$ cat config.mk
export PLATFORM = sky130hd
export DESIGN_NAME = mem_bus_arbiter
export DESIGN_NICKNAME = d
export VERILOG_FILES = /design/src/rtl/mem_bus_arbiter_pkg.sv /design/src/rtl/mem_bus_arbiter.sv
export SDC_FILE = /design/constraint.sdc
export NUM_CORES = 1
export LEC_CHECK = 0
export CAP_MARGIN = 30
export CORE_UTILIZATION = 45
export CTS_BUF_LIST = sky130_fd_sc_hd__clkbuf_8
export DETAILED_ROUTE_END_ITERATION = 12
export GPL_TIMING_DRIVEN = 0
export PLACE_DENSITY = 0.9
export SYNTH_ARGS = -nofsm -noshare
export SYNTH_HDL_FRONTEND = slang
export SYNTH_SLANG_ARGS = --single-unit
$ cat constraint.sdc
create_clock -name i_clk -period 4.35 [get_ports i_clk]
set_input_delay 0.87 -clock i_clk [delete_from_list [all_inputs] [get_ports i_clk]]
set_output_delay 0.87 -clock i_clk [all_outputs]
set_load 0.02 [all_outputs]
$ cat src/rtl/mem_bus_arbiter_pkg.sv
// Shared types for the unified-memory bus arbiter: FSM states, bus owner
// encoding and the alternating-priority grant helper.
package mem_bus_arbiter_pkg;

  typedef enum logic [1:0] {
    IDLE   = 2'd0,
    ACCESS = 2'd1,
    ACK    = 2'd2
  } arb_state_t;

  typedef enum logic {
    OWN_IBUS = 1'b0,
    OWN_DBUS = 1'b1
  } arb_owner_t;

  // A lone requester always wins; contention goes to whoever was not served last.
  function automatic arb_owner_t pick_owner(input logic ibus_req,
                                            input logic dbus_req,
                                            input arb_owner_t last_owner);
    arb_owner_t winner;
    if (ibus_req && dbus_req) begin
      winner = (last_owner == OWN_DBUS) ? OWN_IBUS : OWN_DBUS;
    end else if (ibus_req) begin
      winner = OWN_IBUS;
    end else begin
      winner = OWN_DBUS;
    end
    return winner;
  endfunction

endpackage

$ cat src/rtl/mem_bus_arbiter.sv
// Arbiter sharing one fixed-latency single-port memory between a read-only
// instruction bus and a read/write data bus, with alternating priority on contention.
module mem_bus_arbiter
  import mem_bus_arbiter_pkg::*;
#(
  parameter int DATA_WIDTH  = 32,
  parameter int ADDR_WIDTH  = 32,
  parameter int MEM_LATENCY = 1
) (
  input  logic                  i_clk,
  input  logic                  i_rst,
  input  logic                  i_ibus_req,
  input  logic [ADDR_WIDTH-1:0] i_ibus_addr,
  output logic [DATA_WIDTH-1:0] o_ibus_rdata,
  output logic                  o_ibus_ack,
  input  logic                  i_dbus_req,
  input  logic                  i_dbus_we,
  input  logic [ADDR_WIDTH-1:0] i_dbus_addr,
  input  logic [DATA_WIDTH-1:0] i_dbus_wdata,
  output logic [DATA_WIDTH-1:0] o_dbus_rdata,
  output logic                  o_dbus_ack,
  output logic [ADDR_WIDTH-1:0] o_mem_addr,
  output logic                  o_mem_we,
  output logic [DATA_WIDTH-1:0] o_mem_wdata,
  input  logic [DATA_WIDTH-1:0] i_mem_rdata,
  output arb_state_t            o_dbg_state
);

  // Handshake: a requester raises req with its address/data and holds them until
  // it sees a one-cycle ack. Requests are sampled only in IDLE; the command is
  // registered at grant, so later req/addr/data changes never affect the access.

  localparam int CNT_W = $clog2(MEM_LATENCY + 1);

  arb_state_t            state_q, state_d;
  arb_owner_t            owner_q, owner_d;
  logic                  op_write_q, op_write_d;
  logic [CNT_W-1:0]      cnt_q, cnt_d;
  logic [ADDR_WIDTH-1:0] mem_addr_q, mem_addr_d;
  logic                  mem_we_q, mem_we_d;
  logic [DATA_WIDTH-1:0] mem_wdata_q, mem_wdata_d;
  logic [DATA_WIDTH-1:0] ibus_rdata_q, ibus_rdata_d;
  logic [DATA_WIDTH-1:0] dbus_rdata_q, dbus_rdata_d;

  always_ff @(posedge i_clk or negedge i_rst) begin
    if (!i_rst) begin
      state_q      <= IDLE;
      owner_q      <= OWN_DBUS;
      op_write_q   <= 1'b0;
      cnt_q        <= '0;
      mem_addr_q   <= '0;
      mem_we_q     <= 1'b0;
      mem_wdata_q  <= '0;
      ibus_rdata_q <= '0;
      dbus_rdata_q <= '0;
    end else begin
      state_q      <= state_d;
      owner_q      <= owner_d;
      op_write_q   <= op_write_d;
      cnt_q        <= cnt_d;
      mem_addr_q   <= mem_addr_d;
      mem_we_q     <= mem_we_d;
      mem_wdata_q  <= mem_wdata_d;
      ibus_rdata_q <= ibus_rdata_d;
      dbus_rdata_q <= dbus_rdata_d;
    end
  end

  always_comb begin
    state_d      = state_q;
    owner_d      = owner_q;
    op_write_d   = op_write_q;
    cnt_d        = cnt_q;
    mem_addr_d   = mem_addr_q;
    mem_we_d     = 1'b0;
    mem_wdata_d  = mem_wdata_q;
    ibus_rdata_d = ibus_rdata_q;
    dbus_rdata_d = dbus_rdata_q;

    case (state_q)
      IDLE: begin
        if (i_ibus_req || i_dbus_req) begin
          // owner_q doubles as last_owner: it only changes at a grant.
          owner_d = pick_owner(i_ibus_req, i_dbus_req, owner_q);
          if (owner_d == OWN_IBUS) begin
            mem_addr_d = i_ibus_addr;
            op_write_d = 1'b0;
          end else begin
            mem_addr_d  = i_dbus_addr;
            mem_wdata_d = i_dbus_wdata;
            op_write_d  = i_dbus_we;
          end
          mem_we_d = op_write_d;
          cnt_d    = CNT_W'(MEM_LATENCY);
          state_d  = ACCESS;
        end
      end

      ACCESS: begin
        if (op_write_q) begin
          state_d = ACK;
        end else if (cnt_q == CNT_W'(1)) begin
          if (owner_q == OWN_IBUS) begin
            ibus_rdata_d = i_mem_rdata;
          end else begin
            dbus_rdata_d = i_mem_rdata;
          end
          state_d = ACK;
        end else begin
          cnt_d = cnt_q - CNT_W'(1);
        end
      end

      ACK: begin
        state_d = IDLE;
      end

      default: begin
        state_d = IDLE;
      end
    endcase
  end

  assign o_ibus_ack   = (state_q == ACK) && (owner_q == OWN_IBUS);
  assign o_dbus_ack   = (state_q == ACK) && (owner_q == OWN_DBUS);
  assign o_ibus_rdata = ibus_rdata_q;
  assign o_dbus_rdata = dbus_rdata_q;
  assign o_mem_addr   = mem_addr_q;
  assign o_mem_we     = mem_we_q;
  assign o_mem_wdata  = mem_wdata_q;
  assign o_dbg_state  = state_q;

endmodule
==> results.yml, run 1 <==
floorplanning:
  initial_core_util_pct: 46.8
  ioPinCount: 266
  num_rows: 39
  die_h_um: 112
  fp.dieW_um: 112
  core_mm2: 0.0116
  dieArea_mm2: 0.0125
clocking:
  htree_levels: 4
  cts_tree: "yes"
  cts_resized: 0
  clock-sinks: 134
  cts_root_buf: "clkbuf_8"
  cts_buffers: 17
  clkLatencyLatePin_ns: 0.42
  cts_hold_buf: 0
  clockBufferDepth: 2
  clk_pin_slew_ns: 0.08
  post-cts-setup-buffers: 0
logic_synthesis:
  ys.flop_type: "dfrtp_1"
  synth_cells: 415
  synth_common_cells: "133 x dfrtp_1, 92 x mux2_2, 33 x nand3_1, 33 x o21ai_0"
  synth_fp_nets: 548
  synth.most_common_cell: "dfrtp_1"
  async_reset_ff_share_pct: 100
  yosysTopAreaCell: "dfrtp_1"
  ys_warn_count: 0
  yosys_register_bits: 134
  synth_cell_types: 27
  yosys.area.top_type_share_pct: 61.2
  synth_edf_count: 0
  ys_seq_area_share_pct: 61.7
  avgSynthCellArea_um2: 13.1
  synthTopCellsByArea: "dfrtp_1 61%, mux2_2 19%, a31oi_1 3.7%"
  synth_area_mm2: 0.00544
final_layout:
  diodes: 0
  fin_nets: 832
  area_growth_pct: 59.1
  drive_gt1_share_pct: 19.9
  final_core_util_pct: 74.5
placed_design:
  dp_hpwl_um: 11800
  place.gp.congestion: 0.890
  place.port_buffers: 264
  place_ws_ns: 1.59
sta:
  rsz0062_at_grt: "no"
  finClkSkew_ns: 0.0110
  min_period_over_period_pct: 64.6
  finalWorstSetupSlack_ns: 1.54
  setup_viol: 0
  worst_pin_slew_ns: 0.567
  hold_viol: 0
  fin_crit_ns: 2.81
  maxSlewHeadroom_pct: 62.2
  fmax_ghz: 0.356
  setup_tns_ns: 0
  drv_slew: 0
setup_path:
  crit_arrival_ns: 1.94
  critPathMaxFanout: 8
  criticalPathCategory: "reg2out"
  cp_slowest_cell: "clkdlybuf4s50_1"
  cp.buffers_inverters: 2
  max_stage_delay_ns: 0.64
  crit_family: "buffers and inverters"
  crit_chain: "buf_2 > and3b_1 > clkdlybuf4s50_1"
  crit_required_ns: 3.48
  cp-end-kind: "output pin"
  critPathLaunchType: "flop"
global_route:
  grt_pass1_wl_um: 24000
  antenna_found_initial: 0
  gr-total-overflow: 0
  grt_start_max_net_pins: 74
  grt_pass1_vias: 4730
  grt_usage_pct: 25.1
route:
  dr.pass1.iters: 10
  vias: 4565
  drc_errors: 17
  drt_iter0_drc: 278
  ant_nets: 0
  wl_um: 15400
  routedWlPerCell_um: 18.0
  routed_via_density: 5.34
pwr:
  leakage_nw: 3.47
  power_mw: 6.73
  peakVddDrop_mv: 0.409
  p_per_area_mw_per_mm2: 778
min_path:
  min_path_type: "in2async"
run_status:
  status: "complete, but fails checks"
  violations: "DRC"
run:
  cap_violations: 0
## area by class of cell
type	count	area (um2)
Inverter	1	3.75
Clock inverter	15	129
Multi-Input combinational cell	245	1910
Fill cell	789	2960
Tap cell	143	179
Clock buffer	17	234
Buffer	35	174
Sequential cell	134	3350
Timing Repair Buffer	265	2670
## where the power goes
| part | switching, mW | total (mW) | internal [mW] |
|---|---|---|---|
| clock | 0.491 | 0.942 | 0.451 |
| sequential | 0.361 | 2.25 | 1.89 |
| combinational | 1.72 | 3.54 | 1.82 |
| total | 2.58 | 6.73 | 4.15 |
## cell usage in the layout, fill, tap and decap left out, types with 3 or more instances in the layout
cell type        synthesis  final
inv_6                    0      3
a31oi_1                 32     32
clkbuf_1                20     20
mux2_1                   4      4
clkdlybuf4s50_1          0    263
clkbuf_8                 0     17
buf_6                    3      4
nand3_1                 33     33
clkinv_2                 0      3
o21ai_0                 33     33
clkinvlp_4               0      6
dfrtp_1                133    133
mux2_2                  92     92
a21oi_1                 32     32
buf_2                   10     10
nor3b_1                  3      3
## per-stage QoR
step / cells / hold slack (ns) / cell area [um2]
4_1_cts: 855 / 0.417 / 8650
2_1_floorplan: 415 / 0.496 / 5440
5_1_grt: 855 / 0.426 / 8650
6_report: 855 / 0.418 / 8650
3_5_place_dp: 823 / 0.485 / 8290
3_3_place_gp: 822 / 0.468 / 8260
## sequential cells by signal, summed over array words and instances (netlist names)
register      count
cnt_q             1
o_dbg_state       2
o_dbus_rdata     32
o_ibus_rdata     32
o_mem_addr       32
o_mem_wdata      32
o_mem_we          1
op_write_q        1
owner_q           1
## logic make-up after synthesis
family	synth area share (%)
compound gates	9.96
buf+inv	3.27
mux	19.9
simple gates	5.20
flops	61.7
## final timing paths
kind	end	slack, ns	cells after the start	startpoint
max	o_dbus_ack	1.54	3	owner_q
max in group asynchronous	o_dbus_rdata[13]	3.18	2	i_rst
min in group i_clk	o_ibus_rdata[30]	0.50	1	o_ibus_rdata[30]
min	o_dbus_rdata[27]	0.42	1	i_rst
max reg2reg	o_mem_wdata[17]	2.27	5	o_dbg_state[1]
min reg2reg	o_ibus_rdata[30]	0.50	1	o_ibus_rdata[30]
## layer usage
layer / track usage, % / share of wire [%] / vias to the layer above / wire length (um)
met3: 7.89 / 7.9 / 29 / 1220
met1: 27.2 / 37 / 2232 / 5660
met5: 0 / 0 / - / 0
li1: - / - / 2078 / -
met2: 44.8 / 53 / 226 / 8160
met4: 10.8 / 2.2 / 0 / 333
(Power assumes the default switching activity.)
==> run 2: changes to the inputs <==
Settings changed: CORE_UTILIZATION 45 to 38, PLACE_DENSITY 0.9 to 0.81.
Clock period 4.35 ns to 2.41 ns, I/O delays scaled along.
==> run 2 against run 1 <==
Final area grew 1.3%. Global-route usage down 5.0 points. The run now ends clean. Cell count grew 4.4%. Non-clock buffer count is 1 higher. Critical endpoint unchanged. Core utilization fell by 12 points.
==> results.yml, run 2 (synthesized netlist as in run 1, its figures left out) <==
floorplanning:
  core_mm2: 0.0139
  die_h_um: 122
  num_rows: 43
  ioPinCount: 266
  fp.dieW_um: 122
  dieArea_mm2: 0.0148
  initial_core_util_pct: 39.0
placed_design:
  place.port_buffers: 264
  dp.cells: 860
  dp_hpwl_um: 11200
  place.gp.congestion: 0.895
setup_path:
  cp_slowest_cell: "dfstp_2"
  cp.depth: 3
  crit_required_ns: 1.93
  critPathMaxFanout: 8
  crit_chain: "buf_2 > and3b_1 > dlygate4sd2_1"
  cp-end-kind: "output pin"
  critPathLaunchType: "flop"
  crit_arrival_ns: 1.72
  max_stage_delay_ns: 0.52
  worstRegToRegCells: 5
  criticalPathCategory: "reg2out"
  cp.buffers_inverters: 2
  crit_family: "buffers and inverters"
final_layout:
  mostFrequentLayoutCells: "261 x clkdlybuf4s50_1, 133 x dfrtp_1, 92 x mux2_2, 33 x o21ai_0, 33 x nand3_1"
  fin_nets: 833
  drive_gt1_share_pct: 20.1
  area_growth_pct: 61.1
  final_common_cell: "clkdlybuf4s50_1"
  fin_cells: 893
  final_core_util_pct: 62.9
  diodes: 0
min_path:
  min_path_type: "in2reg"
  hold_depth: 3
pwr:
  leakage_nw: 3.54
  pwr-share-clk_pct: 15.6
  p_per_area_mw_per_mm2: 1400
  p_comb_share_pct: 51.7
  peakVddDrop_mv: 0.633
  p_sw_mw: 4.58
  p_seq_share_pct: 32.7
  p_sw_share_pct: 37.3
  p_int_mw: 7.71
  power_mw: 12.3
global_route:
  gr-total-overflow: 0
  grt_start_max_net_pins: 107
  grt_pass1_vias: 4625
  antenna_found_initial: 0
  grt_pass1_wl_um: 22800
  grt_usage_pct: 20.1
route:
  dr.pass1.iters: 4
  routed_via_density: 5.03
  routedWlPerCell_um: 16.5
  drc_errors: 0
  drt_iter0_drc: 198
  wl_um: 14800
  ant_nets: 0
  vias: 4494
sta:
  maxSlewHeadroom_pct: 60.9
  finClkSkew_ns: 0.00941
  hold_viol: 0
  min_period_over_period_pct: 91.2
  worst_pin_slew_ns: 0.585
  rsz0062_at_grt: "no"
  drv_slew: 0
  fin_crit_ns: 2.20
  setup_viol: 0
  fmax_ghz: 0.455
clocking:
  clockBufferDepth: 2
  cts_tree: "yes"
  htree_levels: 4
  cts_root_buf: "clkbuf_8"
  clock-sinks: 134
  clk_pin_slew_ns: 0.08
  cts_buffers: 17
  clkLatencyLatePin_ns: 0.43
run:
  cap_violations: 0
run_status:
  status: "finished, final reports clean"
run 2: routing by layer:
| metal | up-vias | share of wire [%] | global-route usage, % |
|---|---|---|---|
| met3 | 17 | 7.0 | 6.09 |
| met2 | 185 | 52 | 36.4 |
| met5 | - | 0 | 0 |
| met4 | 0 | 1.4 | 6.56 |
| li1 | 2082 | - | - |
| met1 | 2210 | 39 | 22.3 |
run 2: repair_timing:
item,CTS,global route
hold buffers,1,0
setup endpoints to repair,1,1
gates resized for setup,1,1
setup buffers,0,0
endpoints found under the hold margin,28,0
run 2: path summary, 6_finish.rpt:
path,start,endpoint,slack (ns)
max reg2reg,o_dbg_state[0],o_mem_wdata[16],0.29
min reg2reg,o_ibus_rdata[2],o_ibus_rdata[2],0.50
max,owner_q,o_dbus_ack,0.21
max in group asynchronous,i_rst,o_mem_addr[2],1.13
min,i_ibus_req,o_mem_addr[1],0.42
min in group asynchronous,i_rst,o_dbus_rdata[1],0.49
run 2: through the flow:
step	setup slack (ns)	hold WS, ns	instance area, um2	setup TNS, ns
floorplan	0.554	0.186	5440	0
global placement	-4.08	0.471	8310	-544.90
detailed placement	-0.0962	0.365	8330	-1.79
CTS	0.0855	0.388	8760	0
global route	0.0351	0.407	8760	0
finish	0.213	0.422	8760	0
run 2: layout make-up:
cell class / instances / area (um2)
Fill cell: 1070 / 5170
Multi-Input combinational cell: 245 / 1910
Buffer: 35 / 174
Tap cell: 180 / 225
Timing Repair Buffer: 266 / 2680
Clock buffer: 17 / 234
Inverter: 1 / 3.75
Clock inverter: 15 / 181
Sequential cell: 134 / 3350
run 2: worst reg2reg max path, delay by kind of cell (launching register included):
kind	cells	cell delay, ns
buffers and inverters	2	0.47
muxes	1	0.37
and+or+nand+nor	2	0.73
DFF	1	0.45
run 2: power groups by stage:
stage               Clock [mW]  Combinational (mW)  Sequential, mW
finish                    1.92                6.35            4.02
floorplan                    0                1.92            5.38
global route              2.07                6.72            4.16
global placement             0                6.27            3.99
detailed placement           0                6.41            4.06
CTS                       1.97                6.42            4.02
==> run 3: changes to the inputs <==
Settings changed: CORE_MARGIN set to 1, SETUP_SLACK_MARGIN set to 0.4.
==> run 3 against run 2 <==
Non-clock buffer count increased by 4. Via count up 0.98%. Global-route usage barely moved. Clock skew is 0.00058 ns lower. Cell count grew 0.45%. Routed wire length up 0.82%. Power is 0.57% higher. Critical path type is now reg2reg. Highest routed layer unchanged.
==> results.yml, run 3 (synthesized netlist as in run 1, its figures left out) <==
final_layout:
  drive_gt1_share_pct: 21.3
  final_core_util_pct: 63.2
  postLayoutCellArea_mm2: 0.00880
  multiInputGateArea_mm2: 0.00191
  nFillCells: 1066
  mostFrequentLayoutCells: "259 x clkdlybuf4s50_1, 131 x dfrtp_1, 92 x mux2_2, 33 x o21ai_0, 33 x nand3_1"
  area_growth_pct: 61.9
  final_common_cell: "clkdlybuf4s50_1"
  diodes: 0
  fin_cells: 897
  final-seq-area_mm2: 0.00336
  fin_nets: 837
route:
  wl_um: 14900
  drt_iter0_drc: 224
  dr.pass1.iters: 4
  ant_nets: 0
  drc_errors: 0
  routedWlPerCell_um: 16.6
  vias: 4538
  routed_via_density: 5.06
sta:
  worst_pin_slew_ns: 0.520
  setup_tns_ns: 0
  maxSlewHeadroom_pct: 65.4
  fin_crit_ns: 1.95
  hold_viol: 0
  setup_viol: 0
  fmax_ghz: 0.513
  holdWs_ns: 0.422
  min_period_over_period_pct: 80.8
  drv_slew: 0
  finalWorstSetupSlack_ns: 0.462
  finClkSkew_ns: 0.00883
  rsz0062_at_grt: "no"
placed_design:
  place_ws_ns: -0.0962
  dp_hpwl_um: 11200
  place.gp.congestion: 0.895
  dp.cells: 860
  place.port_buffers: 264
  place_area_mm2: 0.00833
clocking:
  clockBufferDepth: 2
  cts_tree: "yes"
  clk_pin_slew_ns: 0.08
  cts_buffers: 17
  htree_levels: 4
  cts_root_buf: "clkbuf_8"
  clkLatencyLatePin_ns: 0.43
  clock-sinks: 134
global_route:
  grt_usage_pct: 20.1
  antenna_found_initial: 0
  grt_start_max_net_pins: 107
  grt_pass1_wl_um: 22800
  gr-total-overflow: 0
  grt_pass1_vias: 4625
floorplanning:
  die_h_um: 122
  core_mm2: 0.0139
  dieArea_mm2: 0.0148
  num_rows: 43
  initial_core_util_pct: 39.0
  fp.dieW_um: 122
  ioPinCount: 266
setup_path:
  criticalPathCategory: "reg2reg"
  cp-end-kind: "flop"
  crit_required_ns: 2.72
  critPathLaunchType: "flop"
  critPathMaxFanout: 7
  crit_arrival_ns: 2.26
min_path:
  min_path_type: "in2reg"
run_status:
  status: "finished, final reports clean"
pwr:
  peakVddDrop_mv: 0.633
  leakage_nw: 3.55
  power_mw: 12.4
  p_per_area_mw_per_mm2: 1400
run:
  cap_violations: 0
[run 3: cell count changes in the layout (fill, tap and decap cells not counted), sizes merged]
cell,change
buf,+5
clkbuf,+1
clkdlybuf4s50,-2
dlygate4sd2,+1
dlymetal6s2s,-1
[run 3: critical path, stage by stage, from the launching register on]
cell and delay (ns):
dfrtp_2 0.47, or3b_1 0.45, nor3b_4 0.25, buf_12 0.15, buf_2 0.17, mux2_2 0.35
[run 3: path summary, 6_finish.rpt]
| kind | startpoint | depth (start not counted) | to | slack [ns] |
|---|---|---|---|---|
| min in group asynchronous | i_rst | 2 | o_dbus_rdata[1] | 0.49 |
| min reg2reg | o_ibus_rdata[28] | 1 | o_ibus_rdata[28] | 0.50 |
| min | i_ibus_req | 3 | o_mem_addr[1] | 0.42 |
| max | o_dbg_state[1] | 5 | o_ibus_rdata[17] | 0.46 |
| max in group asynchronous | i_rst | 3 | o_dbg_state[1] | 1.12 |
| max reg2reg | o_dbg_state[1] | 5 | o_ibus_rdata[17] | 0.46 |
[run 3: layout make-up]
| type | instances | share of cell area [%] |
|---|---|---|
| Sequential cell | 134 | 38.1 |
| Multi-Input combinational cell | 245 | 21.7 |
| Inverter | 1 | 0.0426 |
| Timing Repair Buffer | 270 | 30.8 |
| Tap cell | 180 | 2.56 |
| Clock inverter | 15 | 2.06 |
| Buffer | 35 | 2.02 |
| Clock buffer | 17 | 2.66 |
[run 3: timing repair]
item / CTS / global route
buffers inserted: 0 / 3
endpoints found under the hold margin: 28 / 0
hold buffers: 1 / 0
pin swaps: 0 / 2
gates resized for setup: 11 / 6
gates cloned: 0 / 1
setup endpoints to repair: 68 / 66
[run 3: power by group]
| group | switching (mW) | internal [mW] | total [mW] | leakage [nW] |
|---|---|---|---|---|
| clock network | 0.887 | 1.03 | 1.92 | 0.211 |
| registers | 0.625 | 3.41 | 4.03 | 1.55 |
| logic | 3.10 | 3.32 | 6.41 | 1.79 |
[run 3: per-layer routing]
metal  track usage [%]  vias to the layer above  share of wire, %  wire [um]
met3              6.09                       14               7.2       1070
met2              36.4                      197                52       7790
met1              22.4                     2237                39       5820
met5                 0                        -                 0          0
li1                  -                     2090                 -          -
met4              6.56                        0               1.3        196
